File: src/rtl/led_seq_ctrl.sv
`default_nettype none
// +----------------------------------------------------------------------+
// | Module   : led_seq_ctrl                                              |
// | Purpose  : Command-driven LED bar sequencer. Accepts mode/divider/   |
// |            repetition commands over valid/ready, runs a prescaler   |
// |            and steps the LED pattern on every tick.                 |
// | Options  : LED_SEQ_PWM_EN adds a cmd_duty port and 4-bit PWM         |
// |            dimming of the LED outputs.                              |
// | Revision : 1.0 - initial release                                     |
// +----------------------------------------------------------------------+
module led_seq_ctrl #(
  parameter int LED_W = 8,
  parameter int DIV_W = 27,
  parameter int REP_W = 8
) (
  input  logic             clk,
  input  logic             rst,
  input  logic             cmd_valid,
  output logic             cmd_ready,
  input  logic [2:0]       cmd_mode,
  input  logic [DIV_W-1:0] cmd_div,
  input  logic [REP_W-1:0] cmd_reps,
`ifdef LED_SEQ_PWM_EN
  input  logic [3:0]       cmd_duty,
`endif
  output logic [LED_W-1:0] led,
  output logic             tick,
  output logic             busy,
  output logic             done
);

  localparam logic [1:0] ST_IDLE = 2'd0;
  localparam logic [1:0] ST_LOAD = 2'd1;
  localparam logic [1:0] ST_RUN  = 2'd2;

  localparam logic [2:0] MODE_ROTL   = 3'd1;
  localparam logic [2:0] MODE_ROTR   = 3'd2;
  localparam logic [2:0] MODE_BOUNCE = 3'd3;
  localparam logic [2:0] MODE_BLINK  = 3'd4;

  localparam logic [DIV_W-1:0] DIV_ONE = DIV_W'(1);
  localparam logic [REP_W-1:0] REP_ONE = REP_W'(1);
  localparam logic [LED_W-1:0] PAT_ONE = LED_W'(1);

  logic [1:0]       state;
  logic [1:0]       state_nxt;
  logic [2:0]       mode;
  logic [DIV_W-1:0] div;
  logic [REP_W-1:0] reps;
  logic [LED_W-1:0] pattern;
  logic [DIV_W-1:0] presc;
  logic [REP_W-1:0] step_cnt;
  logic             dir;        // 0 = moving left (towards MSB), 1 = right

  logic             accept;
  logic [DIV_W-1:0] presc_last;
  logic             step_now;
  logic [REP_W-1:0] cnt_inc;
  logic             final_step;
  logic [LED_W-1:0] init_pat;
  logic [LED_W-1:0] next_pat;
  logic             next_dir;

  assign accept     = cmd_valid & cmd_ready;
  // A divider of 0 behaves like 1, so the terminal prescaler value is 0.
  assign presc_last = (div == '0) ? '0 : div - DIV_ONE;
  assign step_now   = (state == ST_RUN) && (presc == presc_last);
  assign cnt_inc    = step_cnt + REP_ONE;
  assign final_step = step_now && (reps != '0) && (cnt_inc == reps);

  // Initial pattern loaded in LOAD for the latched mode.
  always_comb begin
    init_pat = '0;
    case (mode)
      MODE_ROTL, MODE_ROTR, MODE_BOUNCE: init_pat = PAT_ONE;
      MODE_BLINK:                        init_pat = '1;
      default:                           init_pat = '0;
    endcase
  end

  // Pattern and bounce direction after one step.
  always_comb begin
    next_pat = pattern;
    next_dir = dir;
    case (mode)
      MODE_ROTL:  next_pat = {pattern[LED_W-2:0], pattern[LED_W-1]};
      MODE_ROTR:  next_pat = {pattern[0], pattern[LED_W-1:1]};
      MODE_BLINK: next_pat = ~pattern;
      MODE_BOUNCE: begin
        if (!dir) begin
          next_pat = pattern << 1;
          if (next_pat[LED_W-1]) next_dir = 1'b1;
        end else begin
          next_pat = pattern >> 1;
          if (next_pat[0]) next_dir = 1'b0;
        end
      end
      default:    next_pat = '0;
    endcase
  end

  // State register.
  always_ff @(posedge clk or posedge rst) begin
    if (rst) state <= ST_IDLE;
    else     state <= state_nxt;
  end

  // Next-state logic; a new command always wins over run completion.
  always_comb begin
    state_nxt = state;
    case (state)
      ST_IDLE: if (accept) state_nxt = ST_LOAD;
      ST_LOAD: state_nxt = ST_RUN;
      ST_RUN: begin
        if (accept)          state_nxt = ST_LOAD;
        else if (final_step) state_nxt = ST_IDLE;
      end
      default: state_nxt = ST_IDLE;
    endcase
  end

  // State-decoded handshake and status outputs.
  always_comb begin
    cmd_ready = (state != ST_LOAD);
    busy      = (state == ST_LOAD) || (state == ST_RUN);
  end

  // Command latch, prescaler, step counter, pattern and pulse outputs.
  always_ff @(posedge clk or posedge rst) begin
    if (rst) begin
      mode     <= '0;
      div      <= '0;
      reps     <= '0;
      pattern  <= '0;
      presc    <= '0;
      step_cnt <= '0;
      dir      <= 1'b0;
      tick     <= 1'b0;
      done     <= 1'b0;
    end else begin
      if (accept) begin
        mode <= cmd_mode;
        div  <= cmd_div;
        reps <= cmd_reps;
      end
      tick <= step_now;
      done <= final_step & ~accept;
      case (state)
        ST_LOAD: begin
          pattern  <= init_pat;
          presc    <= '0;
          step_cnt <= '0;
          dir      <= 1'b0;
        end
        ST_RUN: begin
          if (step_now) begin
            presc    <= '0;
            pattern  <= next_pat;
            dir      <= next_dir;
            step_cnt <= cnt_inc;
          end else begin
            presc <= presc + DIV_ONE;
          end
        end
        default: ;
      endcase
    end
  end

`ifdef LED_SEQ_PWM_EN
  logic [3:0] duty;
  logic [3:0] pwm_cnt;

  // Duty latch and free-running PWM counter.
  always_ff @(posedge clk or posedge rst) begin
    if (rst) begin
      duty    <= 4'd15;
      pwm_cnt <= 4'd0;
    end else begin
      pwm_cnt <= pwm_cnt + 4'd1;
      if (accept) duty <= cmd_duty;
    end
  end

  assign led = pattern & {LED_W{pwm_cnt <= duty}};
`else
  assign led = pattern;
`endif

endmodule
`default_nettype wire
File: config.mk
export PLATFORM = sky130hd
export DESIGN_NAME = led_seq_ctrl
export DESIGN_NICKNAME = d
export VERILOG_FILES = /design/src/rtl/led_seq_ctrl.sv
export SDC_FILE = /design/constraint.sdc
export NUM_CORES = 1
export LEC_CHECK = 0
export CAP_MARGIN = 10
export CORE_MARGIN = 2
export CORE_UTILIZATION = 63
export CTS_CLUSTER_SIZE = 10
export DETAILED_ROUTE_END_ITERATION = 16
export GPL_ROUTABILITY_DRIVEN = 0
export PLACE_DENSITY = 0.95
export SLEW_MARGIN = 20
export SYNTH_ARGS = -nofsm -noshare
export SYNTH_HDL_FRONTEND = slang
export SYNTH_SLANG_ARGS = --single-unit
File: constraint.sdc
create_clock -name clk -period 6.65 [get_ports clk]
set_input_delay 1.33 -clock clk [delete_from_list [all_inputs] [get_ports clk]]
set_output_delay 1.33 -clock clk [all_outputs]
set_load 0.005 [all_outputs]
### After elaboration in Yosys (flattened, before gate mapping)

Cells that the tools add are included.

* reduce and logical (&&, ||, !) cells: 12
* muxes and demuxes: 20
* add/sub/neg operators: 3
* bitwise gates (word level): 4
* equality and inequality tests: 13

Operators by type and width (count)
* $mux W27: 2
* $pmux W27 S2: 1
* $pmux W8 S2: 3
* $pmux W8 S4: 1
* $add A27 B1 Y27 const B: 1
* $eq A27 B27 Y1: 1
* $logic_not A27 Y1: 1
* $sub A27 B1 Y27 const B: 1
* $mux W8: 3
* $add A8 B1 Y8 const B: 1
* $eq A8 B8 Y1: 1
* $not A8 Y8: 1
* $reduce_bool A8 Y1: 1
* $eq A3 B2 Y1 const B: 2
* $mux W2: 3
* $pmux W2 S3: 1
* $mux W1: 5
* $ne A2 B1 Y1 const B: 2
* $ne A2 B2 Y1 const B: 2
* $reduce_and A2 Y1: 2
* $eq A3 B1 Y1 const B: 1
* $eq A3 B3 Y1 const B: 1
* $logic_and A1 B1 Y1: 3
* $ne A3 B3 Y1 const B: 1
* other kinds (10): 11

* output and inout port bits: 12
* bits in registers: 86

### Longest topological paths before layout

* depth after elaboration: 9
* mapped depth: 16
* mapped depth without buffers: 12

### Least setup slack after synthesis

Ideal clock, no wire load.

* path type: reg-to-reg
* start: register div[18]
* end: register step_cnt[0]
* path slack: 2.722 ns
* stages on the path, launching flop included: 13
* clock period less this slack: 3.928 ns
* arrival: 3.850 ns
* library setup time: 0.078 ns
* cells stage by stage: dfrtp_1 buf_2 or4_4 buf_6 or3_1 nor2_1 a31oi_1 or4_1 or4_1 or4_4 nor3_4 and4_1 o21bai_2

* longest elaborated chain between the ends: 6
* elaborated cells on any way between the ends: 7
* classes of those cells: 1 x add/sub; 2 x eq/ne; 1 x mux; 3 x reduce/logical

RTL lines
* start, declared: RTL line 48 `logic [DIV_W-1:0] div;`
* start signal, assigned: RTL line 143 `div <= cmd_div;`
* $sub A27 B1 Y27 or $logic_not A27 Y1 (tied branches): RTL line 66 `assign presc_last = (div == '0) ? '0 : div - DIV_ONE;`
* $mux W27 *: RTL line 66
* $eq A27 B27 Y1 *: RTL line 67 `assign step_now = (state == ST_RUN) && (presc == presc_last);`
* $logic_and A1 B1 Y1 *: RTL line 67
* $ne A2 B2 Y1 (no source line) *
* $reduce_and A2 Y1 (no source line) *
* end signal, assigned: RTL line 160 `step_cnt <= cnt_inc;`
* end, declared: RTL line 52 `logic [REP_W-1:0] step_cnt;`

Mark *: on every way between the ends. The rest lies on a longest branch, timed or not.
A chain may end at the register's enable or synchronous reset.

### Final worst setup path

* start: register div[7]
* end: register dir

* longest elaborated chain between the ends: 6
* elaborated cells on any way between the ends: 7
* classes of those cells: 1 x add/sub; 2 x eq/ne; 1 x mux; 3 x reduce/logical

RTL lines
* $sub A27 B1 Y27 or $logic_not A27 Y1 (tied branches): RTL line 66
* $mux W27 *: RTL line 66
* $eq A27 B27 Y1 *: RTL line 67
* $logic_and A1 B1 Y1 *: RTL line 67
* $ne A2 B2 Y1 (no source line) *
* $reduce_and A3 Y1 (no source line) *
* end signal, assigned: RTL line 159 `dir <= next_dir;`
* end, declared: RTL line 53 `logic dir;`

Marked as above.

==> impl_metrics.json <==
{
  "syn_to_final_growth_pct": 13.0,
  "antenna_found_initial": 0,
  "cp_slowest_cell": "nor2_1",
  "grt_max_degree": 87,
  "syn_avg_cell_area_um2": 8.01,
  "cts_max_path_buffers": 2,
  "report.final.hold_viol_count": 0,
  "synthCells": 728,
  "port_buffers": 52,
  "nets": 803,
  "gr-total-overflow": 0,
  "drt_iter0_markers": 578,
  "synth_top_area_cell": "dfrtp_1",
  "crit-reg2reg-launch": "div[7]",
  "die-width_um": 100,
  "p_leak_nw": 2.69,
  "fmax_mhz": 191,
  "cp.arrival_ps": 5500,
  "clk_pin_slew_ps": 100,
  "ant_nets": 0,
  "clock-sinks": 86,
  "totalWireLength_um": 16000,
  "dr_total_vias": 5724,
  "htree_num_levels": 3,
  "fin_util": 0.723,
  "drv_slew": 0,
  "p_per_area_nw_per_um2": 349,
  "crit_chain": "nor4_1 > nand4_1 > nor2_1 > a31oi_1 > or4_1 > or4_1 > or4_4 > nor3_4 > a31o_1 > nand3_1",
  "grt_util_met2": 0.508,
  "postCtsSetupBuffers": 0,
  "cp-start-kind": "flop",
  "grt_pass1_vias": 5471,
  "min_path_cells": 2,
  "dpl_cell_area_um2": 6370,
  "ir_drop_v": 0.000194,
  "grt_pass1_wl_um": 26200,
  "post_drt_wl_per_cell_um": 18.4,
  "hpwl_um": 11300,
  "synth_edf_count": 0,
  "finalCritPeriodShare": 0.788,
  "cts_tree": "built",
  "fp.coreArea_um2": 9110,
  "worstSkewPairLatency_ps": 380,
  "numCtsBuffers": 9,
  "synthTopCellsByCount": "150 x nand2_1, 86 x dfrtp_1, 69 x nor2_1, 37 x clkbuf_1, 33 x xnor2_1",
  "yosysMostFrequentCell": "nand2_1",
  "relSlewSlack": 0.446,
  "drive_above_1_share": 0.0566,
  "syn_area_um2": 5830,
  "yosysUniqueCellTypes": 72,
  "cts_hold_buffers": 0,
  "die_height_um": 100,
  "finalSetupTns_ps": 0,
  "syn_nets": 776,
  "regArea_um2": 2150,
  "final_area_um2": 6590,
  "synthFlopType": "dfrtp_1",
  "status": "complete, no violations",
  "top_usage_layer": "met2",
  "layout_min_cycle_time_ps": 5240,
  "met1_usage": 0.431,
  "antenna_cells": 0,
  "multiInputGateArea_um2": 3400,
  "crit_type": "flop to flop",
  "skew_ps": 7.74,
  "fp-row-count": 35,
  "min_to": "reps[3]",
  "hp-class": "flop to flop",
  "end_kind": "flop",
  "yosysSeqAreaShare": 0.369,
  "required_ps": 6910,
  "grt_usage": 0.327,
  "cp_max_fo": 13,
  "fill_cells": 681,
  "die_area_um2": 10000,
  "tightestPinTransition_ps": 829,
  "vias_per_cell": 6.57,
  "initial_core_util": 0.640,
  "cts-resized-gates": 0,
  "cap_viol_max_count": 0,
  "grtUsageMet3": 0.0884,
  "io_pins": 53,
  "synth.top_cell.area_share": 0.369,
  "reg2regPathDepth": 10,
  "worstReg2RegEnd": "dir",
  "synthArstFlopShare": 1.00,
  "max_stage_delay_ps": 850,
  "rsz0062_at_grt": "no",
  "cpMostUsedCell": "or4_1",
  "min_from": "reps[3]",
  "clock-root-buffer": "clkbuf_8",
  "yosysWarnings": 0,
  "synthTopCellsByArea": "dfrtp_1 37%, nand2_1 9.7%, xnor2_1 5.0%",
  "synth-seq-cells": 86,
  "rrSetupSlack_ps": 1410,
  "setup_viol": 0,
  "drc": 0,
  "dr.pass1.iters": 5
}
==> flip-flops by register name, indices dropped and copies added, names as in the netlist <==
name,count
dir,1
led,8
done,1
step_cnt,8
presc,27
state,2
div,27
tick,1
reps,8
mode,3
==> report_power, final <==
part           leakage (nW)  switching [W]  internal [W]  total (W)
registers              1.13       0.000210      0.000644   0.000854
logic                  1.45       0.000606      0.000427    0.00103
clock network         0.110       0.000219      0.000190   0.000409
total                  2.69        0.00103       0.00126    0.00230
==> worst max-delay path: cells and delay by family (launching register included) <==
| kind | cells | cell delay, ps |
|---|---|---|
| flip-flops | 1 | 490 |
| AO/OA/AOI/OAI | 2 | 400 |
| AND/OR/NAND/NOR | 8 | 4210 |
==> cell type report <==
class | count | share of cell area
Inverter | 30 | 0.0173
Multi-Input combinational cell | 569 | 0.515
Sequential cell | 86 | 0.327
Tap cell | 111 | 0.0211
Clock inverter | 6 | 0.0110
Clock buffer | 10 | 0.0209
Timing Repair Buffer | 59 | 0.0876
==> layer usage <==
layer | vias to the layer above | share of wire
met1 | 2644 | 0.40
li1 | 2608 | -
met3 | 79 | 0.11
met4 | 0 | 0.035
met2 | 393 | 0.46
met5 | - | 0
==> worst max-delay path by stage <==
stage / from / endpoint
global route: div[7] / dir
global placement: div[7] / dir
CTS: div[7] / step_cnt[0]
floorplan: div[18] / step_cnt[0]
detailed placement: div[7] / step_cnt[0]
finish: div[7] / dir
==> cell usage in the layout (no fill, tap or decap), drive strengths merged, types with 5 or more instances in the layout <==
cell / Yosys / layout
o21ai: 26 / 26
xor2: 29 / 29
o31ai: 5 / 5
o211ai: 8 / 8
nand2b: 10 / 10
buf: 6 / 7
a21oi: 16 / 16
nor2: 69 / 69
nor4: 21 / 21
mux2: 5 / 5
nand2: 150 / 150
or2: 6 / 6
a311oi: 8 / 8
clkdlybuf4s50: 0 / 52
xnor2: 33 / 33
nand3: 26 / 26
nand4: 9 / 9
ha: 7 / 7
or4: 13 / 13
a22oi: 7 / 7
clkbuf: 37 / 10
or3: 11 / 11
a211oi: 5 / 5
nor3b: 7 / 7
dfrtp: 86 / 86
inv: 29 / 32
nor3: 29 / 29
==> per-stage QoR <==
step | hold slack (ps) | std cells | power [W] | setup slack [ps]
floorplan | 470 | 728 | 0.00155 | 2720
global placement | 503 | 855 | 0.00179 | 1980
detailed placement | 502 | 855 | 0.00185 | 1640
CTS | 526 | 871 | 0.00225 | 1570
global route | 564 | 871 | 0.00243 | 1100
finish | 524 | 871 | 0.00230 | 1410
==> kinds of logic (layout without fill, tap and decap cells) <==
logic type	Yosys count	in the layout	synth area share
xor+xnor	63	63	0.0970
simple gates	373	373	0.310
buf+inv	73	105	0.0492
mux	7	7	0.0131
fa+ha+maj	7	7	0.0150
flops	86	86	0.369
compound gates	119	119	0.147
Power figures use the tool's default switching activity.
